## src/rtl/ov7670_config_sequencer.sv

```systemverilog
// Walks the OV7670 register table in ROM and issues one SCCB write per entry.
// Entry 16'hFFF0 inserts a fixed delay; 16'hFFFF (or running past 8'hFF) ends the table.
module ov7670_config_sequencer #(
  parameter int         CLK_FREQ = 25_000_000,
  parameter int         DELAY_MS = 10,
  parameter logic [7:0] CAM_ADDR = 8'h42
) (
  input  logic        clk,
  input  logic        rst_n,
  input  logic        start,
  output logic [7:0]  rom_addr,
  input  logic [15:0] rom_dout,
  input  logic        sccb_ready,
  output logic        sccb_start,
  output logic [7:0]  sccb_dev,
  output logic [7:0]  sccb_reg,
  output logic [7:0]  sccb_val,
  output logic        busy,
  output logic        done
);

  localparam int DELAY_CYCLES = CLK_FREQ / 1000 * DELAY_MS;
  localparam int CW = $clog2(DELAY_CYCLES + 1);
  localparam logic [CW-1:0] CNT_LAST = CW'(DELAY_CYCLES - 1);

  typedef enum logic [3:0] {
    IDLE,
    FETCH,
    DECODE,
    SEND,
    WAIT_LO,
    WAIT_HI,
    DELAY,
    ADVANCE,
    DONE
  } state_t;

  state_t        state;
  logic [CW-1:0] cnt;

  assign sccb_dev = CAM_ADDR;

  always_ff @(posedge clk) begin
    if (!rst_n) begin
      state      <= IDLE;
      rom_addr   <= '0;
      sccb_start <= 1'b0;
      sccb_reg   <= '0;
      sccb_val   <= '0;
      busy       <= 1'b0;
      done       <= 1'b0;
      cnt        <= '0;
    end else begin
      sccb_start <= 1'b0;
      unique case (state)
        IDLE, DONE: begin
          if (start) begin
            rom_addr <= '0;
            busy     <= 1'b1;
            done     <= 1'b0;
            state    <= FETCH;
          end
        end
        FETCH: state <= DECODE;
        DECODE: begin
          if (rom_dout == 16'hFFFF) begin
            busy  <= 1'b0;
            done  <= 1'b1;
            state <= DONE;
          end else if (rom_dout == 16'hFFF0) begin
            cnt   <= '0;
            state <= DELAY;
          end else begin
            sccb_reg <= rom_dout[15:8];
            sccb_val <= rom_dout[7:0];
            state    <= SEND;
          end
        end
        SEND: begin
          if (sccb_ready) begin
            sccb_start <= 1'b1;
            state      <= WAIT_LO;
          end
        end
        // master must first acknowledge by dropping ready, then finish
        WAIT_LO: if (!sccb_ready) state <= WAIT_HI;
        WAIT_HI: if (sccb_ready) state <= ADVANCE;
        DELAY: begin
          if (cnt == CNT_LAST) state <= ADVANCE;
          else cnt <= cnt + CW'(1);
        end
        ADVANCE: begin
          if (rom_addr == 8'hFF) begin
            busy  <= 1'b0;
            done  <= 1'b1;
            state <= DONE;
          end else begin
            rom_addr <= rom_addr + 8'd1;
            state    <= FETCH;
          end
        end
        default: state <= IDLE;
      endcase
    end
  end

endmodule
```

## config.mk

```make
export PLATFORM = sky130hd
export DESIGN_NAME = ov7670_config_sequencer
export DESIGN_NICKNAME = d
export VERILOG_FILES = /design/src/rtl/ov7670_config_sequencer.sv
export SDC_FILE = /design/constraint.sdc
export NUM_CORES = 1
export LEC_CHECK = 0
export ABC_AREA = 1
export BUFFER_PORTS_ARGS = -buffer_cell sky130_fd_sc_hd__buf_4
export CAP_MARGIN = 10
export CORE_ASPECT_RATIO = 1.1
export CORE_MARGIN = 1
export CORE_UTILIZATION = 59
export CTS_CLUSTER_SIZE = 12
export DETAILED_ROUTE_END_ITERATION = 12
export PLACE_DENSITY = 0.85
export SYNTH_ARGS = -nofsm -noshare
export SYNTH_HDL_FRONTEND = slang
export SYNTH_SLANG_ARGS = --single-unit
```

## constraint.sdc

```tcl
create_clock -name clk -period 5.2 [get_ports clk]
set_clock_uncertainty 0.2 [all_clocks]
set_input_delay 0.26 -clock clk [delete_from_list [all_inputs] [get_ports clk]]
set_output_delay 0.26 -clock clk [all_outputs]
set_load 0.05 [all_outputs]
```

==> results, run 1 <==
- The buffer levels on the longest clock path is 2.
- The number of buffers inserted by hold repair at cts is 0.
- Routability-driven placement finished with a final weighted congestion of 0.837.
- The run finished with clean final reports.
- The worst setup path is launched from a register.
- The CTS root buffer is sky130_fd_sc_hd__clkbuf_8.
- CTS built an H-tree with a depth of 2.
- The type of the worst setup path is reg2reg.
- Of the synthesized area, sequential elements account for 0.348.
- After detailed routing, the average wire length per cell comes to 12.0 um.
- On the worst path, the slowest cell contributes a delay of around 430 ps.
- In this run the post-CTS setup repair buffer count came out at 0.
- The worst hold-check slack is 27.5 ps.
- The area enclosed by the die boundary is 5050 sq um.
- The net count of the finished layout is about 490.
- The number of antenna diodes in the final layout is 0.
- The placement row count is 26.
- After legalization and detailed placement, the total HPWL measured roughly 4700 um.
- For this block, the initial DRC count from the detailed router was 154.
- In this run, distinct cell masters in the synthesized netlist total 34.
- After synthesis the cells add up to roughly 2800 sq um.
- For this configuration, the core starts out at a cell density of 0.609.
- The via count is about 2,800.
- The TritonCTS clock tree is yes.
- The cell with the largest stage delay on the worst path is sky130_fd_sc_hd__nor3_4.
- For this design the static power due to leakage is 1.27 nW.
- The sort of element at the end of the critical path is a register.
- The number of sinks handled by clock tree synthesis is between 40 and 50.
- The total of endpoints with negative setup slack in the final report is 0.
- Setup repair after global routing left no endpoint under its margin.
- The register with the most flip-flops in the layout has 18 of them.
- Post-CTS repair changed the size of 0 cells.
- The reg-to-reg endpoint is state[0].
- between 50 and 60 I/O pins were placed.
- The overall power is around 1.2 mW.
- Along the worst path, the maximum fanout reaches 19.
- In this run the critical register-to-register path is launched from state[3].
- Power spread over the standard cell area amounts to roughly 360 nW/um^2.
- The insertion delay of the later-clocked pin in the worst-skew pair is a little over 300 ps.
- The mean post-synth cell area is about 6.6 sq um.
- In this run the horizontal extent of the chip is 67.9 um.
- cnt holds more flip-flops than any other register.
- The detail route stage leaves a number of antenna-violating nets equal to 0.
- The tightest min-delay check is of the in2reg type.
- The first detailed-routing pass ran for 4 iterations.
- The wire length of the first global-routing pass is between 10,000 and 15,000 um.
- The startpoint identified for the worst hold timing path is rom_dout[12].
- The synthesized instance count is roughly 430.
- In this run the register-to-register setup slack is between 3000 and 4000 ps.
- The CTS clock-pin slew for the worst setup and hold paths is about 90 ps.
- The critical path goes through inv_1, nand2_1, nor3_4, nand2_4, nand2_2, inv_2, nand2_1, a21oi_1.
- The global-route congestion overflow total is 0.
- Yosys printed 0 warnings.
- For the final routed database, the setup TNS stands at 0 ps.
- The number of buffers added by the clock tree synthesis step is 5.
- Measured along the y axis, the die boundary spans 74.4 um.
- For this block, the routed nets add up to between 6000 and 7000 um of wire.
- The required time reported for the critical path endpoint is around 5200 ps.
- The worst register-to-register path has a depth of 8.
- The number of antenna violations at the first check in global routing was 0.
- After filler insertion, the fill cell instance count of the layout stands at 429.
- Of the available clock period, the critical path in the final layout requires 0.365.
- The worst hold path terminates at sccb_reg[4].
- The signed area change from the synthesized netlist to the final layout is 14.2%.
- The worst hold path passes through 3 cells.
- The via count of the first global-routing pass was 2,466.
- The number of hold violations in the final report came to 0.
- The number of buffer cells added on primary ports is 46.
- The smallest clock period supported by the final layout is computed as ~1900 ps.
- The largest net degree at the start of global routing is 38.
- The arrival time of data at the critical path endpoint is between 1500 and 2000 ps.
- For the pin with the worst max-slew slack, the measured transition is 627 ps.
- In this design, the critical path's most frequently occurring cell is sky130_fd_sc_hd__nand2_1.
- Derived from the worst setup path, the maximum achievable clock frequency is ~530 MHz.
- The core box area is between 4000 and 5000 sq um.
- The peak supply drop is approximately 0.3 mV.
- The max-capacitance violation count is 0.
- The number of DRC violations after detailed routing is 0.
- The headroom to the max-slew limit is 0.581.
- The fraction of layout instances using a drive strength above 1 is 0.183.
- Across every metal layer, demand over resource in global routing totals 0.267.
- After synthesis the netlist holds a flip-flop and latch count of just under 50.
- The via density per instance is between 5 and 6.
- The total count of max-transition violations in the final report is 0.
## worst max-delay path: cells and delay by family (launching register included)
kind                   cells  cell delay, ps
AOI/OAI and AO/OA          1              60
DFF                        1             360
buffers and inverters      2             140
and+or+nand+nor            5            1020
## kinds of logic after synthesis
group           Yosys count  synth area share
xor+xnor                  2           0.00622
simple gates            252             0.420
buf+inv                  62             0.105
fa+ha+maj                 2           0.00889
compound gates           59             0.109
other cells               2           0.00267
flops                    49             0.348
## worst max path at each step
stage	startpoint	end	slack, ps	cells after the start
4_1_cts	state[3]	state[0]	3300	8
6_report	state[3]	state[0]	3300	8
3_5_place_dp	rom_dout[3]	sccb_val[3]	3220	8
3_3_place_gp	rom_dout[3]	state[0]	3310	9
5_1_grt	state[3]	cnt[7]	3100	7
2_1_floorplan	rom_addr[0]	rom_addr[1]	3210	11
## power by group
| part | leakage, nW | internal, mW | switching (mW) | total (mW) |
|---|---|---|---|---|
| Clock | 0.0374 | 0.0949 | 0.129 | 0.224 |
| Sequential | 0.396 | 0.418 | 0.0339 | 0.452 |
| Combinational | 0.836 | 0.140 | 0.344 | 0.484 |
## metrics by stage
step                area (sq um)  setup slack [ps]  instances   util
global placement            3130              3310        518  0.677
floorplan                   2840              3210        434      -
global route                3220              3100        526  0.696
detailed placement          3130              3220        518  0.677
CTS                         3220              3300        526  0.696
finish                      3220              3300        526  0.696
## routing by layer
layer | wire length, um | vias to the layer above | track usage
met4 | 71 | 0 | 0.0880
li1 | - | 1452 | -
met1 | 2720 | 1257 | 0.306
met2 | 3240 | 66 | 0.488
met5 | 0 | - | 0
met3 | 290 | 7 | 0.0537
## area by class of cell
class | count | area (sq um) | area share
clock buffers | 6 | 72.6 | 0.0226
repair buffers | 46 | 345 | 0.107
well taps | 56 | 70.1 | 0.0218
multi-input cells | 323 | 1560 | 0.486
inverters | 44 | 170 | 0.0529
clock inverters | 2 | 15.0 | 0.00467
flip-flops and latches | 49 | 981 | 0.305
## cell usage in the layout, fill, tap and decap left out, types with 4 or more instances in the layout
| master | instances |
|---|---|
| sky130_fd_sc_hd__a21oi_1 | 45 |
| sky130_fd_sc_hd__buf_4 | 46 |
| sky130_fd_sc_hd__clkbuf_8 | 5 |
| sky130_fd_sc_hd__conb_1 | 8 |
| sky130_fd_sc_hd__dfxtp_1 | 49 |
| sky130_fd_sc_hd__inv_1 | 33 |
| sky130_fd_sc_hd__inv_2 | 9 |
| sky130_fd_sc_hd__nand2_1 | 116 |
| sky130_fd_sc_hd__nand2_2 | 5 |
| sky130_fd_sc_hd__nand2_4 | 6 |
| sky130_fd_sc_hd__nand3_1 | 53 |
| sky130_fd_sc_hd__nand3b_1 | 4 |
| sky130_fd_sc_hd__nand4_1 | 7 |
| sky130_fd_sc_hd__nor2_1 | 42 |
| sky130_fd_sc_hd__nor3_1 | 9 |
| sky130_fd_sc_hd__o21ai_0 | 8 |
## synthesized netlist by cell type, drive strengths merged
cell type | instances | area share
nand2 | 127 | 0.19
nand3 | 54 | 0.098
dfxtp | 49 | 0.35
nor2 | 48 | 0.075
a21oi | 45 | 0.080
inv | 42 | 0.056
buf | 14 | 0.039
o21ai | 12 | 0.024
nor3 | 10 | 0.022
nand4 | 8 | 0.023
clkbuf | 4 | 0.0053
nand3b | 4 | 0.011
clkinv | 2 | 0.0044
conb | 2 | 0.0027
ha | 2 | 0.0089
a31oi | 1 | 0.0022
o21bai | 1 | 0.0027
or2 | 1 | 0.0022
xnor2 | 1 | 0.0031
xor2 | 1 | 0.0031
Note: power is estimated with default switching activity, not from simulation.
==> run 2, diff against run 1 <==
--- a/config.mk
+++ b/config.mk
@@ -10,10 +10,10 @@
 export CAP_MARGIN = 10
 export CORE_ASPECT_RATIO = 1.1
 export CORE_MARGIN = 1
-export CORE_UTILIZATION = 59
+export CORE_UTILIZATION = 55
 export CTS_CLUSTER_SIZE = 12
 export DETAILED_ROUTE_END_ITERATION = 12
-export PLACE_DENSITY = 0.85
+export PLACE_DENSITY = 0.81
 export SYNTH_ARGS = -nofsm -noshare
 export SYNTH_HDL_FRONTEND = slang
 export SYNTH_SLANG_ARGS = --single-unit
==> constraint.sdc (replaced) <==
create_clock -name clk -period 1.8 [get_ports clk]
set_clock_uncertainty 0.2 [all_clocks]
set_input_delay 0.09 -clock clk [delete_from_list [all_inputs] [get_ports clk]]
set_output_delay 0.09 -clock clk [all_outputs]
set_load 0.05 [all_outputs]
==> results, run 2 (same netlist as run 1, synthesis figures left out) <==
- The via count of the first global-routing pass was 2,764 (+12%).
- The area of placed instances is 3280 sq um (+5.0%).
- The count of cells along the worst register-to-register path is 10 (+2).
- The final instance area came to 3710 sq um (+15%).
- cnt holds more flip-flops than any other register.
- The required time reported for the critical path endpoint came to 1840 ps (-3330 ps).
- The maximum fanout along the worst path is 5 (-14).
- The fraction of layout instances using a drive strength above 1 is 0.253 (+0.0700).
- The CTS clock-pin slew for the worst setup and hold paths is 90 ps (about the same).
- The relative contribution of the clock network to total power is 0.213 (+0.020).
- STA classifies the critical path endpoint as a register.
- The top cell types in the final layout, fill and taps aside, are sky130_fd_sc_hd__nand2_1 (114), sky130_fd_sc_hd__buf_4 (56), sky130_fd_sc_hd__nand3_1 (48).
- The combined flip-flop and latch cell area is 990 sq um (+0.89%).
- The checks that failed: negative setup slack.
- TritonCTS built the clock tree.
- The filler cell count in the final layout is 348 (-19%).
- The number of buffers added by the clock tree synthesis step came to 5 (unchanged).
- The number of buffer cells added on primary ports came to 46 (unchanged).
- The vertical extent of the die is 77.0 um (+3.5%).
- The sum of routed wire length over all layers was 7680 um (+21%).
- The global-route congestion overflow total is 0 (unchanged).
- Compared with the post-synthesis result, the final layout area differs by 31.8%.
- The top metal layer carrying routed signals is met4.
- The longest individual stage delay on the worst path came to 430 ps (about the same).
- The via count came to 3,115 (+12%).
- The kind of start point of the critical path is a register.
- The largest net degree at the start of global routing came to 31 (-18%).
- The length of routed met2 wiring came to 3950 um (+22%).
- The library cell used most frequently in the layout, excluding fill and tap cells, is sky130_fd_sc_hd__nand2_1.
- The buffer levels on the longest clock path is 2 (unchanged).
- The number of DRC violations after detailed routing is 0 (unchanged).
- The number of diodes is 0 (unchanged).
- The number of top-level pins is 55 (unchanged).
- The total count of max-transition violations in the final report is 0 (unchanged).
- The final period demand of the worst path came to 1830 ps (-68.9 ps).
- The via density per instance came to 5.54 (+4.8%).
- The critical path goes through inv_1, nor2_1, nand2_1, nor2_2, nand3_2, nand2_4, nand2_4, inv_2, nand2_1, a21oi_1.
- The number of search-and-repair iterations in the first detailed-routing pass is 6 (+2).
- The count of antenna-violating nets left after detailed routing is 0 (unchanged).
- The DRC marker count from the first detailed-route iteration is 290 (+88%).
- The max-capacitance violation count came to 0 (unchanged).
- The total of endpoints with negative setup slack in the final report is 2 (+2).
- The portion of the clock cycle consumed by the worst path in the final layout is 1.02 (+0.651).
- The worst min-delay path category is in2reg.
- The arrival time of data at the critical path endpoint came to 1860 ps (about the same).
- The core box area is 4780 sq um (+3.5%).
- The run finished, with violations left.
- The tree is rooted in a sky130_fd_sc_hd__clkbuf_8.
- Setup repair after global routing could not meet its margin everywhere.
- The number of antenna violations at the first check in global routing is 0 (unchanged).
- The number of flip-flops under the largest register name is 18 (unchanged).
- The share of total power in sequential cells is 0.352 (-0.038).
- The cell count of the worst hold path is 5 (+2).
- The final core area utilization is 0.776 (+0.0799).
- The number of sinks handled by clock tree synthesis is 49 (unchanged).
- The net switching fraction of the power is 0.416 (-0.0209).
- The sum of net half-perimeters after detailed placement is 4950 um (+6.0%).
- The wire length of the first global-routing pass is 11,900 um (+15%).
- The area enclosed by the die boundary is 5410 sq um (+7.1%).
- The cell with the largest stage delay on the worst path is sky130_fd_sc_hd__dfxtp_1.
- The achievable frequency was 547 MHz (+3.8%).
- The relative contribution of combinational cells to total power is 0.436 (+0.019).
- The number of hold violations in the final report was 0 (unchanged).
- The effective utilization at floorplan was 0.589 (-0.0207).
- The count of nets after finishing is 527 (+7.3%).
- The placement row count is 26 (unchanged).
- The peak supply drop is 0.963 mV (+220%).
- The H-tree depth was 2 (unchanged).
- The die extent in x is 70.2 um (+3.5%).
- The final setup slack of the worst path is -28.7 ps (-3330 ps).
- The area occupied by multi-input gates is 1670 sq um (+7.1%).
- The net switching power is 1.56 mW (+210%).
- The wire length the detailed router placed on met1 is 3040 um (+12%).
- The routed length on met3 is 474 um (+63%).
- The total routing usage reported by global routing is 0.269 (+0.00197).
- The internal power was 2.18 mW (+230%).
- The insertion delay of the later-clocked pin in the worst-skew pair is 300 ps (about the same).
- The routability congestion estimate is 0.892 (+6.5%).
- The type of the worst setup path is reg2reg.
- The mean routed wirelength per cell is 13.7 um (+14%).
- The static leakage is 1.47 nW (+16%).
- The cell area power density is 1010 nW/um^2 (+180%).
==> run 2: cell count changes in the layout (fill, tap and decap cells not counted), moves of 5 or more <==
cell                            change
sky130_fd_sc_hd__buf_4             +10
sky130_fd_sc_hd__nand3_1            -5
sky130_fd_sc_hd__dfxtp_1            -7
sky130_fd_sc_hd__nand3_2            +5
sky130_fd_sc_hd__dfxtp_2            +7
sky130_fd_sc_hd__dlygate4sd3_1     +17
==> run 2: final cells by class <==
type,count,area share
Inverter,44,0.0472
Timing Repair Buffer,80,0.185
Clock inverter,3,0.0125
Sequential cell,49,0.267
Tap cell,56,0.0189
Multi-Input combinational cell,325,0.451
Clock buffer,5,0.0185
==> run 2: worst paths after layout <==
check / from / end / slack (ps)
hold reg to reg: busy / busy / 250
hold / removal: start / state[2] / 140
setup / recovery: cnt[7] / state[0] / -30
setup reg to reg: cnt[7] / state[0] / -30
==> run 2: metrics by stage <==
stage / hold WS (ps) / std cells / worst slack, ps / setup TNS [ps] / power (mW)
5_1_grt: 150 / 562 / -133 / -1540 / 3.93
2_1_floorplan: 10.5 / 434 / 3.12 / 0 / 2.47
4_1_cts: 131 / 561 / 33.6 / 0 / 3.69
3_3_place_gp: 181 / 535 / 83.7 / 0 / 2.84
6_report: 140 / 562 / -28.7 / -35.1 / 3.74
3_5_place_dp: 185 / 535 / 45.7 / 0 / 2.87
==> run 2: repair_timing <==
| action | 4_1_cts | 5_1_grt |
|---|---|---|
| buffers inserted | 0 | 1 |
| hold buffers | 18 | 0 |
| resized for setup | 0 | 36 |
| setup endpoints to repair | 0 | 45 |
| endpoints found under the hold margin | 31 | 0 |
==> run 2: power groups by stage <==
stage	Sequential, mW	Combinational (mW)	Clock (mW)
floorplan	1.67	0.804	0
global placement	1.33	1.51	0
detailed placement	1.33	1.53	0
CTS	1.31	1.57	0.814
global route	1.33	1.75	0.855
finish	1.31	1.63	0.795
==> run 2: routing by layer <==
metal	track usage	vias up
met5	0	-
met2	0.470	144
li1	-	1527
met4	0.110	0
met1	0.321	1416
met3	0.0499	28
==> run 2: worst max-delay path: cells and delay by family (launching register included) <==
family | cells | cell delay, ps
and+or+nand+nor | 7 | 860
DFF | 1 | 430
AOI/OAI and AO/OA | 1 | 140
buffers and inverters | 2 | 130
